===== config.mk =====
export PLATFORM = sky130hd
export DESIGN_NAME = mem_dump_unit_flat
export DESIGN_NICKNAME = d
export VERILOG_FILES = /design/src/rtl/mem_dump_unit_if.sv /design/src/rtl/mem_dump_unit.sv /design/src/flat_wrapper.sv
export SDC_FILE = /design/constraint.sdc
export NUM_CORES = 1
export LEC_CHECK = 0
export ABC_AREA = 1
export CAP_MARGIN = 20
export CORE_MARGIN = 2
export CORE_UTILIZATION = 30
export DETAILED_ROUTE_END_ITERATION = 6
export PLACE_DENSITY_LB_ADDON = 0.05
export RECOVER_POWER = 100
export SLEW_MARGIN = 30
export SYNTH_ARGS = -nofsm -noshare
export SYNTH_HDL_FRONTEND = slang
export SYNTH_SLANG_ARGS = --single-unit

===== constraint.sdc =====
create_clock -name i_clk -period 1.3 [get_ports i_clk]
set_input_delay 0.13 -clock i_clk [delete_from_list [all_inputs] [get_ports i_clk]]
set_output_delay 0.13 -clock i_clk [all_outputs]
set_load 0.05 [all_outputs]

===== src/rtl/mem_dump_unit_if.sv =====
// rtl/mem_dump_unit_if.sv - memory read port and UART TX bus used by mem_dump_unit
//
// Purpose: groups the memory read port and the UART transmit handshake of the
// memory dump unit into one bundle.
// Ports (signals):
//   o_mem_r_addr       byte address to memory_32 i_r_addr
//   o_mem_r_en         read enable to memory_32 i_r_en
//   o_mem_r_addressing access size to memory_32 (always word)
//   i_mem_r_data       read data from memory_32 o_r_data (valid the cycle after o_mem_r_en)
//   o_tx_data          byte presented to the UART TX
//   o_tx_start         one-cycle transmit start pulse
//   i_tx_done          one-cycle pulse from the UART TX when a byte has been sent
// Modports: master = dump unit side, slave = memory/UART side.
interface mem_dump_unit_if #(
  parameter int NB_DATA_BUS = 32,
  parameter int NB_ADDRESS  = 6,
  parameter int NB_BYTE     = 8
);
  logic [NB_ADDRESS-1:0]  o_mem_r_addr;
  logic                   o_mem_r_en;
  logic [1:0]             o_mem_r_addressing;
  logic [NB_DATA_BUS-1:0] i_mem_r_data;
  logic [NB_BYTE-1:0]     o_tx_data;
  logic                   o_tx_start;
  logic                   i_tx_done;

  modport master (
    output o_mem_r_addr, o_mem_r_en, o_mem_r_addressing, o_tx_data, o_tx_start,
    input  i_mem_r_data, i_tx_done
  );

  modport slave (
    input  o_mem_r_addr, o_mem_r_en, o_mem_r_addressing, o_tx_data, o_tx_start,
    output i_mem_r_data, i_tx_done
  );
endinterface


===== src/rtl/mem_dump_unit.sv =====
// rtl/mem_dump_unit.sv - streams the whole data memory out to the UART TX byte by byte
//
// Purpose: on an i_start pulse, reads every word of memory_32 in address order
// and sends each word to the UART transmitter MSB first, then pulses o_done.
// Optional feature macro: MEM_DUMP_CHECKSUM_EN -- when defined, an XOR checksum
// of all data bytes is sent as one extra byte after the last data byte.
// Ports:
//   i_clk      clock, all logic on posedge
//   i_reset    synchronous active-high reset
//   i_start    one-cycle dump request, honoured only when idle
//   o_busy     high whenever a dump is in progress
//   o_done     one-cycle pulse when the dump is complete
//   bus        memory read port and UART TX handshake (mem_dump_unit_if.master)
module mem_dump_unit #(
  parameter int NB_DATA_BUS = 32,
  parameter int NB_ADDRESS  = 6,
  parameter int NB_BYTE     = 8
) (
  input  logic             i_clk,
  input  logic             i_reset,
  input  logic             i_start,
  output logic             o_busy,
  output logic             o_done,
  mem_dump_unit_if.master  bus
);

  localparam int NB_WORD_CNT    = NB_ADDRESS - 2;
  localparam int BYTES_PER_WORD = NB_DATA_BUS / NB_BYTE;
  localparam int NB_BYTE_CNT    = $clog2(BYTES_PER_WORD);
  localparam logic [NB_WORD_CNT-1:0] LAST_WORD = '1;
  localparam logic [NB_BYTE_CNT-1:0] LAST_BYTE = NB_BYTE_CNT'(BYTES_PER_WORD - 1);

  typedef enum logic [2:0] {
    S_IDLE, S_READ, S_CAPTURE, S_SEND, S_WAIT_TX, S_FINISH
  } state_t;

  state_t                  r_state;
  state_t                  w_state_next;
  logic [NB_WORD_CNT-1:0]  r_word_cnt;
  logic [NB_BYTE_CNT-1:0]  r_byte_cnt;
  logic [NB_DATA_BUS-1:0]  r_shift;
  logic [NB_BYTE-1:0]      r_tx_data;
  logic                    w_last_byte;
  logic                    w_last_word;
  logic                    w_tx_done;
`ifdef MEM_DUMP_CHECKSUM_EN
  logic [NB_BYTE-1:0]      r_csum;
  logic                    r_csum_phase;  // set while the checksum byte is in flight
`endif

  assign w_last_byte = (r_byte_cnt == LAST_BYTE);
  assign w_last_word = (r_word_cnt == LAST_WORD);
  assign w_tx_done   = (r_state == S_WAIT_TX) && bus.i_tx_done;

  always_comb begin
    w_state_next = r_state;
    case (r_state)
      S_IDLE:    if (i_start) w_state_next = S_READ;
      S_READ:    w_state_next = S_CAPTURE;
      S_CAPTURE: w_state_next = S_SEND;
      S_SEND:    w_state_next = S_WAIT_TX;
      S_WAIT_TX: begin
        if (bus.i_tx_done) begin
`ifdef MEM_DUMP_CHECKSUM_EN
          if (r_csum_phase)                    w_state_next = S_FINISH;
          else if (w_last_byte && w_last_word) w_state_next = S_SEND;
`else
          if (w_last_byte && w_last_word)      w_state_next = S_FINISH;
`endif
          else if (w_last_byte)                w_state_next = S_READ;
          else                                 w_state_next = S_SEND;
        end
      end
      S_FINISH:  w_state_next = S_IDLE;
      default:   w_state_next = S_IDLE;
    endcase
  end

  always_ff @(posedge i_clk) begin
    if (i_reset) begin
      r_state    <= S_IDLE;
      r_word_cnt <= '0;
      r_byte_cnt <= '0;
      r_shift    <= '0;
      r_tx_data  <= '0;
`ifdef MEM_DUMP_CHECKSUM_EN
      r_csum       <= '0;
      r_csum_phase <= 1'b0;
`endif
    end else begin
      r_state <= w_state_next;
      case (r_state)
        S_IDLE: begin
          if (i_start) begin
            r_word_cnt <= '0;
            r_byte_cnt <= '0;
`ifdef MEM_DUMP_CHECKSUM_EN
            r_csum       <= '0;
            r_csum_phase <= 1'b0;
`endif
          end
        end
        S_CAPTURE: begin
          // o_tx_data is loaded on entry to SEND so it holds steady until the next SEND.
          r_shift    <= bus.i_mem_r_data;
          r_byte_cnt <= '0;
          r_tx_data  <= bus.i_mem_r_data[NB_DATA_BUS-1 -: NB_BYTE];
`ifdef MEM_DUMP_CHECKSUM_EN
          r_csum     <= r_csum ^ bus.i_mem_r_data[NB_DATA_BUS-1 -: NB_BYTE];
`endif
        end
        S_WAIT_TX: begin
`ifdef MEM_DUMP_CHECKSUM_EN
          if (w_tx_done && !r_csum_phase) begin
`else
          if (w_tx_done) begin
`endif
            r_shift    <= r_shift << NB_BYTE;
            r_byte_cnt <= r_byte_cnt + NB_BYTE_CNT'(1);
            if (w_last_byte) begin
              if (!w_last_word) begin
                r_word_cnt <= r_word_cnt + NB_WORD_CNT'(1);
              end
`ifdef MEM_DUMP_CHECKSUM_EN
              else begin
                r_csum_phase <= 1'b1;
                r_tx_data    <= r_csum;
              end
`endif
            end else begin
              r_tx_data <= r_shift[NB_DATA_BUS-NB_BYTE-1 -: NB_BYTE];
`ifdef MEM_DUMP_CHECKSUM_EN
              r_csum    <= r_csum ^ r_shift[NB_DATA_BUS-NB_BYTE-1 -: NB_BYTE];
`endif
            end
          end
        end
        default: ;
      endcase
    end
  end

  assign bus.o_mem_r_addr       = {r_word_cnt, 2'b00};
  assign bus.o_mem_r_en         = (r_state == S_READ);
  assign bus.o_mem_r_addressing = 2'b00;
  assign bus.o_tx_data          = r_tx_data;
  assign bus.o_tx_start         = (r_state == S_SEND);
  assign o_busy                 = (r_state != S_IDLE);
  assign o_done                 = (r_state == S_FINISH);

endmodule


===== src/flat_wrapper.sv =====
// flat-port wrapper written by rule: the top's interface ports become plain ports
module mem_dump_unit_flat 
#(
  parameter int NB_DATA_BUS = 32,
  parameter int NB_ADDRESS  = 6,
  parameter int NB_BYTE     = 8
)
  (i_clk, i_reset, i_start, o_busy, o_done, bus_o_mem_r_addr, bus_o_mem_r_en, bus_o_mem_r_addressing, bus_o_tx_data, bus_o_tx_start, bus_i_mem_r_data, bus_i_tx_done);
  mem_dump_unit_if #(.NB_DATA_BUS(NB_DATA_BUS), .NB_ADDRESS(NB_ADDRESS), .NB_BYTE(NB_BYTE)) bus_i ();
  input  logic i_clk;
  input  logic i_reset;
  input  logic i_start;
  output logic o_busy;
  output logic o_done;
  output wire logic [$bits(bus_i.o_mem_r_addr)-1:0] bus_o_mem_r_addr;
  output wire logic [$bits(bus_i.o_mem_r_en)-1:0] bus_o_mem_r_en;
  output wire logic [$bits(bus_i.o_mem_r_addressing)-1:0] bus_o_mem_r_addressing;
  output wire logic [$bits(bus_i.o_tx_data)-1:0] bus_o_tx_data;
  output wire logic [$bits(bus_i.o_tx_start)-1:0] bus_o_tx_start;
  input wire logic [$bits(bus_i.i_mem_r_data)-1:0] bus_i_mem_r_data;
  input wire logic [$bits(bus_i.i_tx_done)-1:0] bus_i_tx_done;
  assign bus_o_mem_r_addr = bus_i.o_mem_r_addr;
  assign bus_o_mem_r_en = bus_i.o_mem_r_en;
  assign bus_o_mem_r_addressing = bus_i.o_mem_r_addressing;
  assign bus_o_tx_data = bus_i.o_tx_data;
  assign bus_o_tx_start = bus_i.o_tx_start;
  assign bus_i.i_mem_r_data = bus_i_mem_r_data;
  assign bus_i.i_tx_done = bus_i_tx_done;
  mem_dump_unit #(.NB_DATA_BUS(NB_DATA_BUS), .NB_ADDRESS(NB_ADDRESS), .NB_BYTE(NB_BYTE)) u_core (.i_clk(i_clk), .i_reset(i_reset), .i_start(i_start), .o_busy(o_busy), .o_done(o_done), .bus(bus_i));
endmodule

=== Yosys cells after proc, flatten, opt, wreduce, memory -nomap -nowiden ===
Cells that the tools add are included.

* Bits in registers: 41
* Input port bits: 36
* Output and inout bits: 20
* Logic and storage cells: 50

* Add/sub/neg operators: 2
* Equality and inequality tests: 13
* Muxes and demuxes: 18
* Reductions and logical operators: 12

{| class="wikitable"
|+ Operators by type and width
! cell !! count
|-
| 24-bit one-hot mux with 2 select lines || 1
|-
| 24-bit two-way mux || 1
|-
| 4-bit two-way mux || 4
|-
| 8-bit two-way mux || 2
|-
| 8-bit one-hot mux with 2 select lines || 1
|-
| 3-bit one-hot mux with 5 select lines || 1
|-
| 3-bit two-way mux || 3
|-
| 2-bit inequality test (second input constant) || 4
|-
| 4-bit one-hot mux with 2 select lines || 1
|-
| 3-bit by 2-bit == test with 1-bit output (second input constant) || 2
|-
| 3-bit == test (second input constant) || 2
|-
| 2-bit two-way mux || 3
|-
| 2-bit one-hot mux with 3 select lines || 1
|-
| 3-bit AND reduction || 2
|-
| 3-bit nonzero test || 2
|-
| 5-bit AND reduction || 1
|-
| 4-bit by 1-bit adder with 4-bit output (second input constant) || 1
|-
| 4-bit == test (second input constant) || 1
|-
| 2-bit by 1-bit inequality test with 1-bit output (second input constant) || 2
|-
| 2-bit AND reduction || 2
|-
| 2-bit nonzero test || 2
|-
| 3-bit by 1-bit == test with 1-bit output (second input constant) || 1
|-
| 3-bit logical NOT || 1
|-
| 2-bit by 1-bit adder with 2-bit output (second input constant) || 1
|-
| 2 further kinds || 3
|}

=== Depth between registers and ports, before layout ===
Gate-level depths: netlist of the first run.

* Depth in word-level cells: 5
* Gate-level depth with buffers: 9
* Gate-level depth less buffers: 9

=== Worst setup path before layout of the first run ===
OpenSTA, ideal clock, no wires.

* Path type: register -> register
* Start: register u_core.r_state[2]
* End: register u_core.r_state[1]
* Library setup time: 69 ps
* Arrival: 1913 ps
* Data required time: 1231 ps
* Path slack: -682 ps
* Stages on the path, launching flop included: 5
* Path buffers: 1
* Clock period less this slack: 1982 ps
* Cells stage by stage: dfxtp_1 buf_4 nor3_1 o21ai_0 nor2_1

* Elaborated cells on any way between the ends: 9
* Classes of those cells: eq/ne (6); mux (1); reduce/logical (2)

{| class="wikitable"
|+ RTL lines
! element !! RTL line !! text
|-
| from (decl) || mem_dump_unit.sv:37 || <nowiki>state_t r_state;</nowiki>
|-
| from (signal assigned) || mem_dump_unit.sv:91 || <nowiki>r_state <= w_state_next;</nowiki>
|-
| 3-bit by 1-bit == test with 1-bit output || - ||
|-
| named net bus_o_mem_r_en || flat_wrapper.sv:16 || <nowiki>output wire logic [$bits(bus_i.o_mem_r_en)-1:0] bus_o_mem_r_en;</nowiki>
|-
| 3-bit one-hot mux with 5 select lines || mem_dump_unit.sv:57 || <nowiki>case (r_state)</nowiki>
|}

The timed path passes the listed nets, and every way through them passes these cells.
A chain may end at the register's enable or synchronous reset.

=== Worst setup path in the final report of the first run ===
* Start: register u_core.r_state[2]
* End: output port o_done

* Word-level cells in the longest chain between the ends: 1

{| class="wikitable"
|+ Ends and longest elaborated chain
! element !! RTL line !! text
|-
| 3-bit == test || mem_dump_unit.sv:149 || <nowiki>assign o_done = (r_state == S_FINISH);</nowiki>
|-
| to (decl) || flat_wrapper.sv:14 || <nowiki>output logic o_done;</nowiki>
|}

No other way between the ends.

==> impl_metrics.json, run 1 <==
{
  "status": "finished with violations",
  "failed_checks": "negative setup slack",
  "fmax_mhz": 743,
  "worstPathRequired_ns": 1.17,
  "final_hold_viol_count": 0,
  "max_slew_margin": 0.667,
  "maxSlewViolCount": 0,
  "dpl_worst_slack_ns": -0.116,
  "startpoint_type": "flip-flop",
  "synth.ff_latch_count": 41,
  "irDropWorstVdd_mv": 0.370,
  "synth_common_cells": "nand2_1 (126), nor2_1 (55), dfxtp_1 (41), inv_1 (22), o21ai_0 (18)",
  "clk_pin_slew_ns": 0.08,
  "die_h_um": 87.6,
  "top_level_ports": 56,
  "drc_errors": 0,
  "switching_share": 0.304,
  "grt_pass1_vias": 1969,
  "ys_types": 24,
  "num_vias": 2148,
  "hold_path.class": "in -> reg",
  "final.setup_skew_ns": 0.00183,
  "fin_crit_sh": 1.03,
  "cts_hold_buffers": 0,
  "drive_gt1_frac": 0.290,
  "cts_sinks": 41,
  "power_density_nw_per_um2": 964,
  "p_leak_uw": 0.00153,
  "worstMarginPinSlew_ns": 0.499,
  "end_kind": "output pin",
  "clkPwrFrac": 0.310,
  "yosys.area.top_type_share": 0.391,
  "avgSynthCellArea_um2": 6.45,
  "p_switching_uw": 996,
  "netlist_area_um2": 2100,
  "grt-ovfl-total": 0,
  "antenna_found_initial": 0,
  "antenna_cells": 0,
  "ant_nets": 0,
  "combinationalPowerShare": 0.263,
  "cts_buffers": 5,
  "drtIter0Drc": 90,
  "dieArea_um2": 7670,
  "htreeDepth": 2,
  "grt_pass1_wl_um": 8900,
  "grt_max_degree": 28,
  "crit_arrival_ns": 1.22,
  "layout_setup_ws_ns": -0.0453,
  "routedWlPerCell_um": 11.1,
  "fp.dieW_um": 87.6,
  "post-synth-top-count-cell": "nand2_1",
  "syn_inst": 325,
  "critical_path_class": "reg -> out",
  "cts_tree": "done",
  "rsz0062_at_grt": "yes",
  "n_fill_cell": 712,
  "cts-root-buf": "clkbuf_8",
  "async_reset_ff_frac": 0,
  "grt_use_total": 0.146,
  "crit_fanout": 4,
  "core_um2": 6790,
  "clock_path_buffers": 2,
  "num_rows": 30,
  "routed_wl_um": 5520,
  "synth_edf_count": 0,
  "yosys-top-cells-area": "dfxtp_1 (39%), nand2_1 (23%), nor2_1 (9.8%)",
  "portBuffers": 51,
  "synth_seq_area_share": 0.391,
  "clock_latency_ns": 0.29,
  "p_int_uw": 2280,
  "synth_area_leader_cell": "dfxtp_1",
  "via_per_inst": 4.30,
  "start_util": 0.309,
  "p_seq_frac": 0.427,
  "hpwl_um": 3670,
  "area_delta_synth_final_pct": 62.1,
  "finalSetupViolCount": 3,
  "nets": 441,
  "drv_cap": 0,
  "yosysWarnings": 0,
  "synth_ff_type": "dfxtp_1",
  "gp_routability_congestion": 0.759,
  "drt_first_pass_iters": 4,
  "fin_crit_ns": 1.35,
  "p_total_uw": 3280
}
power by group through the flow:
| stage | clock (uW) | combinational (uW) | sequential [uW] |
|---|---|---|---|
| 6_report | 1010 | 863 | 1400 |
| 2_1_floorplan | 0 | 370 | 1500 |
| 4_1_cts | 1050 | 803 | 1410 |
| 5_1_grt | 1090 | 945 | 1410 |
| 3_5_place_dp | 0 | 786 | 1440 |
| 3_3_place_gp | 0 | 785 | 1440 |
cell type report:
| cell class | instances | area (um^2) | share of cell area |
|---|---|---|---|
| Multi-Input combinational cell | 245 | 1250 | 0.369 |
| Clock buffer | 8 | 111 | 0.0328 |
| Inverter | 25 | 115 | 0.0339 |
| Timing Repair Buffer | 84 | 957 | 0.282 |
| Sequential cell | 41 | 840 | 0.247 |
| Tap cell | 96 | 120 | 0.0353 |
timing repair:
item	in CTS	in global routing
buffers inserted	1	6
gates cloned	0	4
gates resized for setup	9	81
setup endpoints to repair	23	38
pin swaps	1	32
kinds of logic (layout without fill, tap and decap cells):
family	after synthesis	in the layout	synth area share
flip-flops	41	41	0.391
adder cells (fa/ha/maj)	3	3	0.0179
AND/OR/NAND/NOR	204	204	0.399
other	1	4	0.00179
buffers and inverters	42	117	0.107
AO/OA/AOI/OAI	34	34	0.0823
state kept, by name, indices dropped and copies added (netlist names):
signal,count
u_core.bus.o_tx_data,8
u_core.r_byte_cnt,2
u_core.r_shift,24
u_core.r_state,3
u_core.r_word_cnt,4
through the flow:
stage	instances	hold slack, ns	TNS (ns)	util	area [um^2]
2_1_floorplan	328	0.199	0	-	2140
3_5_place_dp	480	0.454	-1.93	0.440	2990
5_1_grt	499	0.390	-0.800	0.500	3400
3_3_place_gp	480	0.448	-1.66	0.440	2990
4_1_cts	489	0.380	-0.120	0.460	3120
6_report	499	0.386	-0.0633	0.500	3400
cell usage in the layout, fill, tap and decap left out, drive strengths merged:
cell,instances
nand2,129
nor2,58
dfxtp,41
buf,36
clkdlybuf4s50,35
inv,23
clkbuf,20
o21ai,18
a21oi,15
nand3,12
conb,4
ha,3
nor3,2
nand4,2
clkinvlp,1
nand3b,1
clkinv,1
o21a,1
dlymetal6s2s,1
worst paths after layout:
path                                           from                  to  slack (ns)  cells after the start
worst max register to register    u_core.r_state[1]  u_core.r_shift[18]           0                      8
worst max-delay path              u_core.r_state[2]              o_done       -0.05                      4
worst min register to register    u_core.r_shift[6]   u_core.r_shift[6]        0.46                      2
worst min-delay path            bus_i_mem_r_data[5]   u_core.r_shift[5]        0.39                      3
worst max-delay path, stage by stage (launching register included):
cell and delay (ns):
dfxtp_4 0.37, inv_2 0.05, buf_6 0.12, nor3_4 0.21, buf_12 0.17
routing by layer:
layer | GRT usage | vias up | part of all wire
li1 | - | 1150 | -
met1 | 0.186 | 951 | 0.48
met2 | 0.246 | 43 | 0.47
met3 | 0.0339 | 4 | 0.038
met4 | 0.0462 | 0 | 0.0063
met5 | 0 | - | 0
No activity file was read; power rests on OpenSTA's default activity.
==> inputs of run 2 (changes only) <==
Settings changed: CORE_ASPECT_RATIO set to 0.9.
==> run 2 against run 1 <==
Effect of this change:
- the flow still finishes with violations (negative setup slack)
- sequential power hardly changed
- highest routed layer unchanged
- utilization is 2.0 points lower
- flip-flop and latch count is the same
- total power decreased by 1.6%
==> impl_metrics.json, run 2 (synthesis gave the netlist of run 1 again) <==
{
  "hold_path.class": "in -> reg",
  "clock_path_buffers": 2,
  "cpPeakStageDelay_ns": 0.37,
  "grt_use_total": 0.138,
  "critPathSlowestCell": "dfxtp_4",
  "critical_path_class": "reg -> reg",
  "grt_max_degree": 25,
  "failed_checks": "negative setup slack",
  "final_design_area_no_fill_um2": 3190,
  "fin_crit_ns": 1.31,
  "nets": 440,
  "final.setup_skew_ns": 0.00535,
  "clk_pin_slew_ns": 0.08,
  "worst_path_most_repeated_cell": "nand2_1",
  "crit_arrival_ns": 1.49,
  "rsz0062_at_grt": "yes",
  "clock_latency_ns": 0.29,
  "routed_wl_um": 5230,
  "tns_ns": -0.0120,
  "dp_cells": 480,
  "gp_routability_congestion": 0.778,
  "layout_common_cells": "nand2_1 (116), nor2_1 (52), clkdlybuf4s50_1 (35), dfxtp_1 (35), inv_1 (19)",
  "ff2ff_setup_slack_ns": -0.007,
  "htreeDepth": 2,
  "crit_chain": "nor2_4 -> buf_4 -> nand3b_1 -> nand3_2 -> nand2_1 -> nand2_1 -> nor2_1",
  "p_leak_uw": 0.00150,
  "cts_buffers": 5,
  "dpl_worst_slack_ns": -0.148,
  "layout_setup_ws_ns": -0.00670,
  "timing.rr.start": "u_core.r_state[1]",
  "worstMarginPinSlew_ns": 0.502,
  "largest_register_ffs": 24,
  "place_area_um2": 3030,
  "ant_nets": 0,
  "maxSlewViolCount": 0,
  "cts_sinks": 41,
  "start_util": 0.315,
  "top_level_ports": 56,
  "fmax_mhz": 765,
  "final_hold_viol_count": 0,
  "max_slew_margin": 0.665,
  "via_per_inst": 4.29,
  "startpoint_type": "flip-flop",
  "num_rows": 28,
  "fp.dieW_um": 92.1,
  "finalSetupViolCount": 2,
  "drv_cap": 0,
  "final_common_cell": "nand2_1",
  "rr_worst_depth": 7,
  "portBuffers": 51,
  "num_vias": 2112,
  "crit_path_end": "u_core.r_byte_cnt[1]",
  "antenna_found_initial": 0,
  "die_h_um": 83.3,
  "grt_pass1_wl_um": 8790,
  "crit_fanout": 6,
  "drtIter0Drc": 79,
  "drc_errors": 0,
  "layout.cells.non_filler": 492,
  "crit_start": "u_core.r_state[1]",
  "hpwl_um": 3740,
  "power_density_nw_per_um2": 1010,
  "grt_pass1_vias": 2049,
  "cts_tree": "done",
  "irDropWorstVdd_mv": 0.487,
  "drive_gt1_frac": 0.226,
  "core_um2": 6660,
  "routedWlPerCell_um": 10.6,
  "drt_first_pass_iters": 4,
  "antenna_cells": 0,
  "dieArea_um2": 7680,
  "area_delta_synth_final_pct": 52.3,
  "largest_register": "u_core.r_shift",
  "grt-ovfl-total": 0,
  "status": "finished with violations",
  "cts-root-buf": "clkbuf_8",
  "fin_crit_sh": 1.01,
  "end_kind": "flip-flop",
  "cts_hold_buffers": 0,
  "worstPathRequired_ns": 1.48,
  "reg2reg_to": "u_core.r_byte_cnt[1]"
}
-- run 2: cell count changes in the layout (fill, tap and decap cells not counted), moves of 5 or more --
cell / before / now
nand2_1: 99 / 116
nand2_4: 7 / 2
o21ai_1: 7 / 0
nor2_1: 47 / 52
nand2_2: 21 / 10
o21ai_0: 11 / 17
-- run 2: worst min-delay path by stage --
stage                         from           endpoint  slack (ns)  cells past startpoint
2_1_floorplan              i_reset  u_core.r_shift[5]        0.20                      1
3_3_place_gp     u_core.r_shift[6]  u_core.r_shift[6]        0.45                      2
3_5_place_dp     u_core.r_shift[1]  u_core.r_shift[1]        0.46                      2
4_1_cts        bus_i_mem_r_data[6]  u_core.r_shift[6]        0.38                      3
5_1_grt        bus_i_mem_r_data[7]  u_core.r_shift[7]        0.40                      3
6_report       bus_i_mem_r_data[6]  u_core.r_shift[6]        0.39                      3
-- run 2: layout make-up --
type | count | area (um^2)
clock buffer | 6 | 72.6
fill | 694 | 3460
multi-input combinational | 245 | 1150
tap | 90 | 113
clock inverter | 2 | 38.8
sequential | 41 | 841
inverter | 25 | 115
timing repair buffer | 83 | 860
-- run 2: repair_timing --
action | CTS | global route
pin swaps | 0 | 7
gates resized for setup | 14 | 33
setup endpoints to repair | 28 | 35
gates cloned | 0 | 1
setup buffers | 1 | 3
-- run 2: where the power goes --
| part | leakage [uW] | internal, uW | switching, uW |
|---|---|---|---|
| clock | 0.0000554 | 577 | 454 |
| sequential | 0.000338 | 1340 | 60.8 |
| combinational | 0.00110 | 349 | 442 |
-- run 2: routing by layer --
| layer | up-vias | part of all wire | global-route usage |
|---|---|---|---|
| met4 | 0 | 0.0092 | 0.0366 |
| met2 | 35 | 0.46 | 0.234 |
| met3 | 5 | 0.040 | 0.0327 |
| met5 | - | 0 | 0 |
| met1 | 926 | 0.49 | 0.174 |
| li1 | 1146 | - | - |
-- run 2: worst max-delay path: cells and delay by family (launching register included) --
family                 cells  cell delay, ns
flip-flops                 1            0.37
AND/OR/NAND/NOR            6            0.68
buffers and inverters      1            0.15
-- run 2: through the flow --
| step | utilization | hold slack [ns] | total power [uW] |
|---|---|---|---|
| after floorplan | - | 0.199 | 1870 |
| after global placement | 0.455 | 0.448 | 2240 |
| after detailed placement | 0.455 | 0.457 | 2240 |
| after CTS | 0.478 | 0.376 | 3300 |
| after global routing | 0.480 | 0.402 | 3390 |
| final | 0.480 | 0.386 | 3220 |
==> inputs of run 3 (changes only) <==
Settings changed: CORE_MARGIN 2 to 4.
Clock period 1.3 ns to 1.1 ns, I/O delays scaled along.
==> run 3 against run 2 <==
Effect of this change:
- the flow still finishes with violations (negative setup slack)
- wire length increased by 5.1%
- critical path type is now reg -> out
- first-iteration DRC count decreased by 16%
- worst hold slack got worse by 0.024 ns
- total power increased by 21%
==> impl_metrics.json, run 3 (synthesis gave the netlist of run 1 again) <==
{
  "area_delta_synth_final_pct": 58.0,
  "failed_checks": "negative setup slack",
  "fin_crit_ns": 1.31,
  "seq_area_um2": 843,
  "layout_setup_ws_ns": -0.209,
  "end_kind": "output pin",
  "maxSlewViolCount": 0,
  "tns_ns": -6.81,
  "clock_latency_ns": 0.30,
  "fp.dieW_um": 96.1,
  "cts-root-buf": "clkbuf_8",
  "final_util": 0.495,
  "p_int_uw": 2730,
  "cts_sinks": 41,
  "routedWlPerCell_um": 11.0,
  "p_seq_frac": 0.423,
  "grt_pass1_wl_um": 9140,
  "fmax_mhz": 764,
  "drt_first_pass_iters": 4,
  "cts_buffers": 5,
  "ant_nets": 0,
  "finalSetupViolCount": 45,
  "drc_errors": 0,
  "hpwl_um": 3830,
  "final_common_cell": "nand2_1",
  "grt_pass1_vias": 2066,
  "grt_use_total": 0.138,
  "clkPwrFrac": 0.315,
  "crit_fanout": 6,
  "fin_crit_sh": 1.19,
  "p_switching_uw": 1170,
  "switching_share": 0.299,
  "worstPathRequired_ns": 0.99,
  "hold_path.class": "in -> reg",
  "largest_register": "u_core.r_shift",
  "num_rows": 28,
  "status": "finished with violations",
  "routed_wl_um": 5500,
  "dpl_worst_slack_ns": -0.287,
  "power_density_nw_per_um2": 1180,
  "p_leak_uw": 0.00151,
  "drtIter0Drc": 66,
  "p_total_uw": 3900,
  "htreeDepth": 2,
  "n_fill_cell": 696,
  "clock_path_buffers": 2,
  "startpoint_type": "flip-flop",
  "multi_input_area_um2": 1220,
  "crit_arrival_ns": 1.20,
  "largest_register_ffs": 24,
  "nets": 446,
  "start_util": 0.313,
  "irDropWorstVdd_mv": 0.490,
  "combinationalPowerShare": 0.262,
  "layout_common_cells": "nand2_1 (118), nor2_1 (49), clkdlybuf4s50_1 (35), dfxtp_1 (33), buf_4 (24)",
  "num_vias": 2164,
  "rsz0062_at_grt": "yes",
  "cts_tree": "done",
  "antenna_cells": 0,
  "top_level_ports": 56,
  "critical_path_class": "reg -> out",
  "portBuffers": 51,
  "gp_routability_congestion": 0.767,
  "grt-ovfl-total": 0,
  "whs_ns": 0.363,
  "dieArea_um2": 8390,
  "grt_max_degree": 28,
  "core_um2": 6690,
  "drv_cap": 0,
  "clk_pin_slew_ns": 0.09,
  "final_hold_viol_count": 0,
  "die_h_um": 87.3,
  "final.setup_skew_ns": 0.00946,
  "antenna_found_initial": 0,
  "cts_hold_buffers": 0,
  "via_per_inst": 4.35,
  "drive_gt1_frac": 0.275
}
==> run 3: changes by cell type in the layout (fill, tap and decap cells not counted), sizes merged <==
cell | before | now
dlymetal6s2s | 2 | 0
buf | 36 | 46
clkbuf | 16 | 14
==> run 3: routing by layer <==
metal,part of all wire,global-route usage
met2,0.48,0.229
met3,0.041,0.0285
met5,0,0
met4,0.014,0.0465
met1,0.47,0.177
==> run 3: critical path, stage by stage, from the launching register on <==
cell,delay (ns)
dfxtp_4,0.38
buf_6,0.12
nor3_4,0.24
buf_12,0.17
==> run 3: worst paths after layout <==
kind                       start           endpoint  slack [ns]  cells past startpoint
max reg2reg    u_core.r_state[1]  u_core.r_shift[9]       -0.19                      6
max            u_core.r_state[2]     bus_o_mem_r_en       -0.21                      3
min reg2reg    u_core.r_shift[2]  u_core.r_shift[2]        0.47                      2
min          bus_i_mem_r_data[3]  u_core.r_shift[3]        0.36                      3
==> run 3: power groups by stage <==
stage / logic (uW) / clock network [uW] / registers, uW
floorplan: 449 / 0 / 1780
global placement: 966 / 0 / 1700
detailed placement: 968 / 0 / 1700
CTS: 1030 / 1270 / 1660
global route: 1120 / 1340 / 1660
finish: 1020 / 1230 / 1650
==> run 3: through the flow <==
| step | cells | area [um^2] |
|---|---|---|
| 2_1_floorplan | 328 | 2180 |
| 3_3_place_gp | 479 | 3060 |
| 3_5_place_dp | 479 | 3060 |
| 4_1_cts | 492 | 3280 |
| 5_1_grt | 498 | 3310 |
| 6_report | 498 | 3310 |
==> run 3: cell type report <==
| type | count | area share |
|---|---|---|
| clock buffers | 6 | 0.0219 |
| clock inverters | 2 | 0.0117 |
| inverters | 25 | 0.0340 |
| multi-input cells | 245 | 0.368 |
| flip-flops and latches | 41 | 0.255 |
| well taps | 90 | 0.0340 |
| repair buffers | 89 | 0.276 |
==> run 3: timing repair <==
| action | CTS | global route |
|---|---|---|
| setup buffers | 5 | 5 |
| pin swaps | 4 | 6 |
| gates cloned | 0 | 1 |
| gates resized for setup | 20 | 33 |
| endpoints found under the setup margin | 45 | 45 |
